===== config.mk =====
export PLATFORM = sky130hd
export DESIGN_NAME = sampling_rate_ctrl_flat
export DESIGN_NICKNAME = d
export VERILOG_FILES = /design/src/rtl/sampling_rate_ctrl_if.sv /design/src/rtl/sampling_rate_ctrl.sv /design/src/flat_wrapper.sv
export SDC_FILE = /design/constraint.sdc
export NUM_CORES = 1
export LEC_CHECK = 0
export CORE_MARGIN = 2
export CORE_UTILIZATION = 55
export DETAILED_ROUTE_END_ITERATION = 10
export MAX_ROUTING_LAYER = met4
export PLACE_DENSITY_LB_ADDON = 0.3
export SETUP_SLACK_MARGIN = 0.02
export SLEW_MARGIN = 15
export SYNTH_ARGS = -nofsm -noshare
export SYNTH_HDL_FRONTEND = slang
export SYNTH_SLANG_ARGS = --single-unit

===== constraint.sdc =====
create_clock -name Fg_CLK -period 5.69 [get_ports Fg_CLK]
set_input_delay 0.569 -clock Fg_CLK [delete_from_list [all_inputs] [get_ports Fg_CLK]]
set_output_delay 0.569 -clock Fg_CLK [all_outputs]
set_load 0.02 [all_outputs]

===== src/rtl/sampling_rate_ctrl_if.sv =====
// Button/hold controls and sample-strobe status of the sampling-rate controller.
// The master drives controls and the slave (the controller) drives status.
interface sampling_rate_ctrl_if #(
  parameter int unsigned NUM_MODES = 4
);
  localparam int unsigned MODE_W = $clog2(NUM_MODES);

  logic              iBtnUp;
  logic              iBtnDn;
  logic              iHold;
  logic              oSmpEn;
  logic              oReady;
  logic              oBusy;
  logic [MODE_W-1:0] oMode;
  logic              oModeChg;

  modport master (
    output iBtnUp, iBtnDn, iHold,
    input  oSmpEn, oReady, oBusy, oMode, oModeChg
  );

  modport slave (
    input  iBtnUp, iBtnDn, iHold,
    output oSmpEn, oReady, oBusy, oMode, oModeChg
  );
endinterface


===== src/rtl/sampling_rate_ctrl.sv =====
// Sample-rate controller: power-up delay, per-mode clock divider strobe and
// debounced up/down mode selection applied on strobe boundaries.
module sampling_rate_ctrl #(
  parameter int unsigned NUM_MODES    = 4,
  parameter int unsigned CNT_W        = 16,
  parameter int unsigned DIV_BASE     = 1,
  parameter int unsigned DIV_MULT     = 10,
  parameter int unsigned DEBOUNCE_CYC = 5_000_000,
  parameter int unsigned READY_DLY    = 80,
  parameter bit          WRAP         = 1'b1
) (
  input logic                 Fg_CLK,
  input logic                 Fg_RESETn,
  sampling_rate_ctrl_if.slave bus
);

  localparam int unsigned MODE_W = $clog2(NUM_MODES);
  localparam int unsigned DEB_W  = $clog2(DEBOUNCE_CYC);
  localparam int unsigned DLY_W  = (READY_DLY > 1) ? $clog2(READY_DLY) : 1;

  localparam logic [DEB_W-1:0]  DebMax   = DEB_W'(DEBOUNCE_CYC - 1);
  localparam logic [DLY_W-1:0]  DlyLast  = DLY_W'(READY_DLY - 1);
  localparam logic [MODE_W-1:0] ModeLast = MODE_W'(NUM_MODES - 1);

  typedef logic [CNT_W-1:0] cnt_t;

  function automatic logic [NUM_MODES*CNT_W-1:0] build_divs();
    logic [NUM_MODES*CNT_W-1:0] tab;
    logic [63:0]                d;
    tab = '0;
    d   = 64'(DIV_BASE);
    for (int unsigned m = 0; m < NUM_MODES; m++) begin
      tab[m*CNT_W +: CNT_W] = CNT_W'(d);
      d = d * 64'(DIV_MULT);
    end
    return tab;
  endfunction

  localparam logic [NUM_MODES*CNT_W-1:0] DivTab = build_divs();

  typedef enum logic [0:0] {StInit, StRun} state_e;

  state_e            state_q, state_d;
  logic [DLY_W-1:0]  dly_q, dly_d;
  cnt_t              div_q, div_d, div_last;
  logic [DEB_W-1:0]  deb_q, deb_d;
  logic [MODE_W-1:0] mode_q, mode_d, tgt_q, tgt_d, tgt_new;
  logic              pend_q, pend_d;
  logic              up_prev_q, dn_prev_q;
  logic              smp_q, smp_d, rdy_q, chg_q, chg_d;
  logic              busy, run, enter_run;
  logic              edge_up, edge_dn, deb_sat, accept, div_wrap, apply;

  // State register
  always_ff @(posedge Fg_CLK) begin
    if (!Fg_RESETn) begin
      state_q <= StInit;
    end else begin
      state_q <= state_d;
    end
  end

  // Next-state logic
  always_comb begin
    state_d = state_q;
    unique case (state_q)
      StInit:  if (dly_q == DlyLast) state_d = StRun;
      StRun:   state_d = StRun;
      default: state_d = StInit;
    endcase
  end

  // FSM outputs
  always_comb begin
    busy      = (state_q == StInit);
    run       = (state_q == StRun);
    enter_run = busy && (dly_q == DlyLast);
  end

  always_comb begin
    edge_up  = bus.iBtnUp & ~up_prev_q;
    edge_dn  = bus.iBtnDn & ~dn_prev_q;
    deb_sat  = (deb_q == DebMax);
    // Simultaneous edges cancel and leave the debounce window untouched
    accept   = run & (edge_up ^ edge_dn) & deb_sat & ~pend_q;
    div_last = DivTab[32'(mode_q) * CNT_W +: CNT_W] - cnt_t'(1);
    div_wrap = (div_q == div_last);
    apply    = run & pend_q & (bus.iHold | div_wrap);

    tgt_new = mode_q;
    if (edge_up) begin
      if (mode_q == ModeLast) tgt_new = WRAP ? '0 : mode_q;
      else                    tgt_new = mode_q + MODE_W'(1);
    end else begin
      if (mode_q == '0) tgt_new = WRAP ? ModeLast : mode_q;
      else              tgt_new = mode_q - MODE_W'(1);
    end

    dly_d = (busy && !enter_run) ? dly_q + DLY_W'(1) : dly_q;
    deb_d = accept ? '0 : (deb_sat ? deb_q : deb_q + DEB_W'(1));

    if (!run || apply || (div_wrap && !bus.iHold)) begin
      div_d = '0;
    end else if (bus.iHold) begin
      div_d = div_q;
    end else begin
      div_d = div_q + cnt_t'(1);
    end

    smp_d  = run & ~bus.iHold & div_wrap;
    mode_d = apply ? tgt_q : mode_q;
    chg_d  = apply;

    pend_d = pend_q;
    tgt_d  = tgt_q;
    if (apply) begin
      pend_d = 1'b0;
    end else if (accept && (tgt_new != mode_q)) begin
      pend_d = 1'b1;
      tgt_d  = tgt_new;
    end
  end

  always_ff @(posedge Fg_CLK) begin
    if (!Fg_RESETn) begin
      dly_q     <= '0;
      div_q     <= '0;
      deb_q     <= '0;
      mode_q    <= '0;
      tgt_q     <= '0;
      pend_q    <= 1'b0;
      up_prev_q <= 1'b0;
      dn_prev_q <= 1'b0;
      smp_q     <= 1'b0;
      rdy_q     <= 1'b0;
      chg_q     <= 1'b0;
    end else begin
      dly_q     <= dly_d;
      div_q     <= div_d;
      deb_q     <= deb_d;
      mode_q    <= mode_d;
      tgt_q     <= tgt_d;
      pend_q    <= pend_d;
      up_prev_q <= bus.iBtnUp;
      dn_prev_q <= bus.iBtnDn;
      smp_q     <= smp_d;
      rdy_q     <= enter_run;
      chg_q     <= chg_d;
    end
  end

  assign bus.oSmpEn   = smp_q;
  assign bus.oReady   = rdy_q;
  assign bus.oBusy    = busy;
  assign bus.oMode    = mode_q;
  assign bus.oModeChg = chg_q;

endmodule


===== src/flat_wrapper.sv =====
// flat-port wrapper written by rule: the top's interface ports become plain ports
module sampling_rate_ctrl_flat 
#(
  parameter int unsigned NUM_MODES    = 4,
  parameter int unsigned CNT_W        = 16,
  parameter int unsigned DIV_BASE     = 1,
  parameter int unsigned DIV_MULT     = 10,
  parameter int unsigned DEBOUNCE_CYC = 5_000_000,
  parameter int unsigned READY_DLY    = 80,
  parameter bit          WRAP         = 1'b1
)
  (Fg_CLK, Fg_RESETn, bus_iBtnUp, bus_iBtnDn, bus_iHold, bus_oSmpEn, bus_oReady, bus_oBusy, bus_oMode, bus_oModeChg);
  sampling_rate_ctrl_if #(.NUM_MODES(NUM_MODES)) bus_i ();
  input logic Fg_CLK;
  input logic Fg_RESETn;
  input wire logic [$bits(bus_i.iBtnUp)-1:0] bus_iBtnUp;
  input wire logic [$bits(bus_i.iBtnDn)-1:0] bus_iBtnDn;
  input wire logic [$bits(bus_i.iHold)-1:0] bus_iHold;
  output wire logic [$bits(bus_i.oSmpEn)-1:0] bus_oSmpEn;
  output wire logic [$bits(bus_i.oReady)-1:0] bus_oReady;
  output wire logic [$bits(bus_i.oBusy)-1:0] bus_oBusy;
  output wire logic [$bits(bus_i.oMode)-1:0] bus_oMode;
  output wire logic [$bits(bus_i.oModeChg)-1:0] bus_oModeChg;
  assign bus_i.iBtnUp = bus_iBtnUp;
  assign bus_i.iBtnDn = bus_iBtnDn;
  assign bus_i.iHold = bus_iHold;
  assign bus_oSmpEn = bus_i.oSmpEn;
  assign bus_oReady = bus_i.oReady;
  assign bus_oBusy = bus_i.oBusy;
  assign bus_oMode = bus_i.oMode;
  assign bus_oModeChg = bus_i.oModeChg;
  sampling_rate_ctrl #(.NUM_MODES(NUM_MODES), .CNT_W(CNT_W), .DIV_BASE(DIV_BASE), .DIV_MULT(DIV_MULT), .DEBOUNCE_CYC(DEBOUNCE_CYC), .READY_DLY(READY_DLY), .WRAP(WRAP)) u_core (.Fg_CLK(Fg_CLK), .Fg_RESETn(Fg_RESETn), .bus(bus_i));
endmodule

==> results of run 1 <==
## worst max-delay path by stage
stage / from / to / slack (ns) / cells after the start
floorplan: u_core.bus.oMode[1] / u_core.div_q[10] / 3.38 / 9
global placement: u_core.bus.oMode[1] / u_core.div_q[13] / 3.10 / 7
detailed placement: u_core.bus.oMode[1] / u_core.div_q[12] / 3.05 / 7
CTS: u_core.bus.oMode[1] / u_core.div_q[12] / 3.03 / 7
global route: u_core.bus.oMode[1] / u_core.div_q[12] / 2.79 / 7
finish: u_core.bus.oMode[1] / u_core.div_q[12] / 3.06 / 7
## cell families (layout without fill, tap and decap cells)
family,count (synthesis),in the layout
simple gates,169,169
mux,5,5
fa+ha+maj,6,6
xor+xnor,42,42
compound gates,18,18
buf+inv,16,34
flops,57,57
## routing by layer
metal / track usage [%] / up-vias
met5: - / -
met4: 9.72 / 0
met3: 6.64 / 16
met2: 33.6 / 36
met1: 23.7 / 967
li1: - / 1096
## layout make-up
| cell class | instances | area [um^2] | share of cell area (%) |
|---|---|---|---|
| clock buffers | 12 | 165 | 5.37 |
| clock inverters | 4 | 50.0 | 1.63 |
| inverters | 8 | 30.0 | 0.976 |
| multi-input cells | 240 | 1510 | 49.0 |
| flip-flops and latches | 57 | 1140 | 37.1 |
| well taps | 67 | 83.8 | 2.72 |
| repair buffers | 10 | 100 | 3.25 |
## worst register-to-register path, stage by stage, from the launching register on
cell      delay, ns
dfxtp_1        0.44
inv_1          0.09
ha_1           0.22
xnor2_1        0.14
o211ai_1       0.09
or4_1          0.63
o21bai_1       0.75
nor2_1         0.12
## placed cells by master, fill, tap and decap left out, drive strengths merged, types with 5 or more instances in the layout
| cell type | n |
|---|---|
| inv | 8 |
| nand2 | 33 |
| nor2b | 6 |
| and2 | 9 |
| mux2i | 5 |
| nor3b | 5 |
| clkdlybuf4s50 | 10 |
| nand3 | 20 |
| and4 | 5 |
| xor2 | 12 |
| xnor2 | 30 |
| a21oi | 6 |
| dfxtp | 57 |
| nor3 | 17 |
| and3 | 8 |
| nor2 | 44 |
| nand4 | 8 |
| ha | 6 |
| clkbuf | 12 |
## sequential cells by signal, summed over array words and instances, names as in the netlist
register             count
u_core.run               1
u_core.dn_prev_q         1
u_core.bus.oMode         2
u_core.pend_q            1
u_core.deb_q            23
u_core.bus.oReady        1
u_core.up_prev_q         1
u_core.bus.oSmpEn        1
u_core.tgt_q             2
u_core.bus.oModeChg      1
u_core.div_q            16
u_core.dly_q             7
## report_power, final
part / internal [mW] / switching [mW] / leakage, nW
Clock: 0.237 / 0.160 / 0.105
Combinational: 0.00954 / 0.0105 / 0.528
Sequential: 0.403 / 0.00336 / 0.461
Total: 0.650 / 0.173 / 1.09
## stage by stage
step                      setup WS, ns  hold WS [ns]  total power, mW  cell area (um^2)
after floorplan                   3.38         0.431            0.430              2710
after global placement            3.10         0.453            0.435              2860
after detailed placement          3.05         0.463            0.436              2860
after CTS                         3.03         0.468            0.831              3080
after global routing              2.79         0.489            0.851              3080
final                             3.06         0.463            0.823              3080
==> flow_metrics.py, run 1 <==
metrics = {
    "setup_path": {
        "slowest_stage": "o21bai_1",
        "crit_buf_inv": 1,
        "worstReg2RegEnd": "u_core.div_q[12]",
        "worstSetupStartpointType": "flip-flop",
        "r2r_start": "u_core.bus.oMode[1]",
        "worstPathArrival_ns": 2.83,
        "crit_required_ns": 5.88,
        "crit_chain": "inv_1, ha_1, xnor2_1, o211ai_1, or4_1, o21bai_1, nor2_1",
        "r2r_cells": 7,
        "critPathMaxStageDelay_ns": 0.75,
        "critPathMaxFanout": 13,
        "regToRegSetupSlack_ns": 3.06,
        "cp-end-kind": "flip-flop",
        "crit_type": "reg -> reg",
        "cp_top_family": "compound AO/OA/AOI/OAI gates",
    },
    "hold_path": {
        "min_path_cells": 2,
        "min-delay-start": "u_core.tgt_q[1]",
        "hold_class": "reg -> reg",
        "min_to": "u_core.bus.oMode[1]",
    },
    "logic_synthesis": {
        "synth_top_area_share_pct": 42.1,
        "synth_top_area_cell": "dfxtp_1",
        "synth-simple-area-share_pct": 33.1,
        "synth_top_family_by_area": "simple AND/OR/NAND/NOR gates",
        "syn_area_um2": 2710,
        "synthAdderAreaFrac_pct": 2.77,
        "synth_seq_cells": 57,
        "ys_warn_count": 0,
        "synth_edf_count": 0,
        "synth_compound_area_share_pct": 4.25,
        "yosys.area_share.xor_xnor_pct": 13.6,
        "synthCells": 313,
        "synth.area.mux_share_pct": 1.85,
        "synthFlopType": "dfxtp_1",
        "synthArstFlopShare_pct": 0,
        "syn_nets": 324,
        "synth_common_cells": "dfxtp_1 (57), nor2_1 (44), nand2_1 (33)",
        "ys_seq_area_share_pct": 42.1,
        "avgSynthCellArea_um2": 8.66,
        "synth_cell_types": 42,
        "synth_most_common_cell": "dfxtp_1",
        "synth_area_leaders": "dfxtp_1 (42%), xnor2_1 (9.7%), nor2_1 (6.1%)",
    },
    "layout": {
        "fin_util_pct": 65.1,
        "layout.cells.non_filler": 398,
        "drive_gt1_share_pct": 6.65,
        "nFillCells": 396,
        "antennaDiodeCount": 0,
        "area_growth_syn_to_layout_pct": 13.5,
        "fin_nets": 337,
    },
    "global_route": {
        "antenna_found_initial": 0,
        "grt_max_degree": 26,
        "grt_overflow_total": 0,
        "grt_pass1_wl_um": 8510,
        "grt_pass1_vias": 1986,
        "grt_use_total_pct": 20.9,
    },
    "clocking": {
        "htree_levels": 3,
        "clock_path_buffers": 2,
        "cts-buffers-inserted": 9,
        "cts-root-buf": "clkbuf_8",
        "clk-insertion-delay-late_ns": 0.34,
        "path_clk_slew_ns": 0.07,
        "cts_tree": "done",
        "holdBufCountCts": 0,
        "post_cts.repair.setup_buffers": 0,
        "clock-sinks": 57,
        "ctsResizeCount": 0,
    },
    "route": {
        "drt-met1-wl_um": 2320,
        "wl_met3_um": 177,
        "routed.top_layer": "met4",
        "ant_nets": 0,
        "viasPerCell": 5.31,
        "wl_per_cell_um": 12.2,
        "drtIter0Drc": 107,
        "route.detailed.drc": 0,
        "dr.pass1.iters": 4,
        "dr_wl_met2_um": 2230,
        "routed_wl_um": 4840,
        "dr_total_vias": 2115,
    },
    "sta": {
        "post-route-min-period_ns": 2.63,
        "worstMarginPinSlew_ns": 0.896,
        "fmax_ghz": 0.380,
        "setup_tns_ns": 0,
        "finClkSkew_ns": 0.00496,
        "finalSetupViolations": 0,
        "slew_viol_final": 0,
        "finalHoldViolations": 0,
        "period_share_pct": 46.3,
        "relSlewSlack_pct": 40.1,
        "rsz0062_at_grt": "no",
    },
    "floorplanning": {
        "die-area_um2": 5510,
        "core-area_um2": 4720,
        "die_w_um": 74.2,
        "row_count": 25,
        "initial_core_util_pct": 57.4,
        "ios": 11,
        "die_y_um": 74.2,
    },
    "placement": {
        "hpwlAfterDp_um": 3360,
        "dp.cells": 382,
        "globalplace.congestion": 0.847,
        "numPortBuffers": 10,
    },
    "run": {
        "cap_viol_max_count": 0,
    },
    "pwr": {
        "vdd_ir_drop_max_mv": 0.158,
        "leakagePower_nw": 1.09,
        "powerDensity_nw_per_um2": 268,
    },
    "outcome": {
        "run_status": "completed",
    },
}
(Power assumes the default switching activity.)
==> run 2, diff against run 1 <==
==> constraint.sdc (replaced) <==
create_clock -name Fg_CLK -period 2.5 [get_ports Fg_CLK]
set_input_delay 0.25 -clock Fg_CLK [delete_from_list [all_inputs] [get_ports Fg_CLK]]
set_output_delay 0.25 -clock Fg_CLK [all_outputs]
set_load 0.02 [all_outputs]
==> run 2 against run 1 <==
Via count up 0.33%; cell area up 1.1%; clock power up 130%; hold slack worse by 0.00060 ns; first-iteration DRC count up 16%; die area unchanged; non-clock buffer count up 5; combinational power up 150%; clock skew up 0.0045 ns; critical path type unchanged; highest routed layer unchanged.
==> flow_metrics.py, run 2 (synthesis gave the netlist of run 1 again) <==
metrics = {
    "setup_path": {
        "crit_type": "reg -> reg",
        "crit_chain": "inv_1, ha_1, xnor2_1, o211ai_1, or4_1, o21bai_1, buf_4, nor2_1",
        "critPathMaxFanout": 13,
        "slowest_stage": "or4_1",
        "worstSetupStartpointType": "flip-flop",
        "worstPathArrival_ns": 2.39,
        "cp_top_family": "simple AND/OR/NAND/NOR gates",
        "crit_buf_inv": 2,
        "cp-end-kind": "flip-flop",
        "critPathMaxStageDelay_ns": 0.64,
        "crit_required_ns": 2.72,
    },
    "floorplanning": {
        "ios": 11,
        "die-area_um2": 5510,
        "die_y_um": 74.2,
        "core-area_um2": 4720,
        "initial_core_util_pct": 57.4,
        "row_count": 25,
        "die_w_um": 74.2,
    },
    "sta": {
        "slew_viol_final": 0,
        "rsz0062_at_grt": "no",
        "fmax_ghz": 0.461,
        "period_share_pct": 86.8,
        "post-route-min-period_ns": 2.17,
        "finalHoldViolations": 0,
        "finalSetupViolations": 0,
        "finClkSkew_ns": 0.00946,
        "relSlewSlack_pct": 58.9,
        "worstMarginPinSlew_ns": 0.614,
        "setup_tns_ns": 0,
        "timing.hold.ws_ns": 0.462,
    },
    "layout": {
        "final_area_um2": 3110,
        "largest_reg_flops": 23,
        "antennaDiodeCount": 0,
        "top_register": "u_core.deb_q",
        "drive_gt1_share_pct": 7.74,
        "layout.cells.non_filler": 403,
        "area_growth_syn_to_layout_pct": 14.7,
        "fin_nets": 342,
        "final_cell_mix": "dfxtp_1 (57), nor2_1 (44), nand2_1 (33)",
        "layout_commonest_cell": "dfxtp_1",
        "reg_top3": "u_core.deb_q: 23 flops, u_core.div_q: 16 flops, u_core.dly_q: 7 flops",
    },
    "route": {
        "dr_total_vias": 2122,
        "drtIter0Drc": 124,
        "routed_wl_um": 4810,
        "ant_nets": 0,
        "viasPerCell": 5.27,
        "route.detailed.drc": 0,
        "dr.pass1.iters": 4,
        "wl_per_cell_um": 11.9,
    },
    "pwr": {
        "powerDensity_nw_per_um2": 611,
        "leakagePower_nw": 1.12,
        "vdd_ir_drop_max_mv": 0.449,
        "p_total_mw": 1.90,
    },
    "clocking": {
        "path_clk_slew_ns": 0.06,
        "cts-buffers-inserted": 9,
        "cts-root-buf": "clkbuf_8",
        "cts_tree": "done",
        "clock-sinks": 57,
        "ctsResizeCount": 0,
        "holdBufCountCts": 0,
        "htree_levels": 3,
        "clock_path_buffers": 2,
        "clk-insertion-delay-late_ns": 0.33,
        "post_cts.repair.setup_buffers": 0,
    },
    "placement": {
        "numPortBuffers": 10,
        "dp.cells": 387,
        "hpwlAfterDp_um": 3250,
        "globalplace.congestion": 0.832,
        "placedInstanceArea_um2": 2900,
    },
    "global_route": {
        "grt_pass1_wl_um": 8240,
        "grt_pass1_vias": 1904,
        "antenna_found_initial": 0,
        "grt_overflow_total": 0,
        "grt_max_degree": 25,
        "grt_use_total_pct": 20.1,
    },
    "hold_path": {
        "hold_class": "reg -> reg",
    },
    "outcome": {
        "run_status": "completed",
    },
    "run": {
        "cap_viol_max_count": 0,
    },
}
[run 2: worst register-to-register path: stages (launching register included)]
cell and delay [ns]:
dfxtp_1 0.44, inv_1 0.09, ha_1 0.22, xnor2_1 0.15
o211ai_1 0.10, or4_1 0.64, o21bai_1 0.17, buf_4 0.20
nor2_1 0.06
[run 2: report_power, final]
group          switching (mW)  internal (mW)
Clock                   0.366          0.556
Combinational          0.0255         0.0246
Sequential            0.00791          0.918
[run 2: path summary, 6_finish.rpt]
check                                          from                  end  slack (ns)  cells past startpoint
worst max-delay path            u_core.bus.oMode[1]      u_core.div_q[6]        0.33                      8
worst max register to register  u_core.bus.oMode[1]      u_core.div_q[6]        0.33                      8
worst min register to register      u_core.tgt_q[1]  u_core.bus.oMode[1]        0.46                      2
worst min-delay path                u_core.tgt_q[1]  u_core.bus.oMode[1]        0.46                      2
[run 2: metrics by stage]
step | worst slack (ns) | utilization [%]
finish | 0.330 | 65.8
CTS | 0.322 | 65.8
floorplan | 0.189 | -
global route | 0.126 | 65.8
detailed placement | 0.326 | 61.4
global placement | 0.367 | 61.4
[run 2: final cells by class]
class,count,area (um^2)
Clock inverter,6,82.6
Timing Repair Buffer,15,138
Clock buffer,10,128
Fill cell,416,1610
Tap cell,67,83.8
Multi-Input combinational cell,240,1510
Inverter,8,30.0
Sequential cell,57,1140
[run 2: per-layer routing]
metal  vias to the layer above  part of all wire [%]  track usage, %
li1                       1104                     -               -
met1                       986                    49            24.0
met2                        22                    47            31.8
met3                        10                   2.4            4.07
met4                         0                   2.0            11.3
met5                         -                     0               -
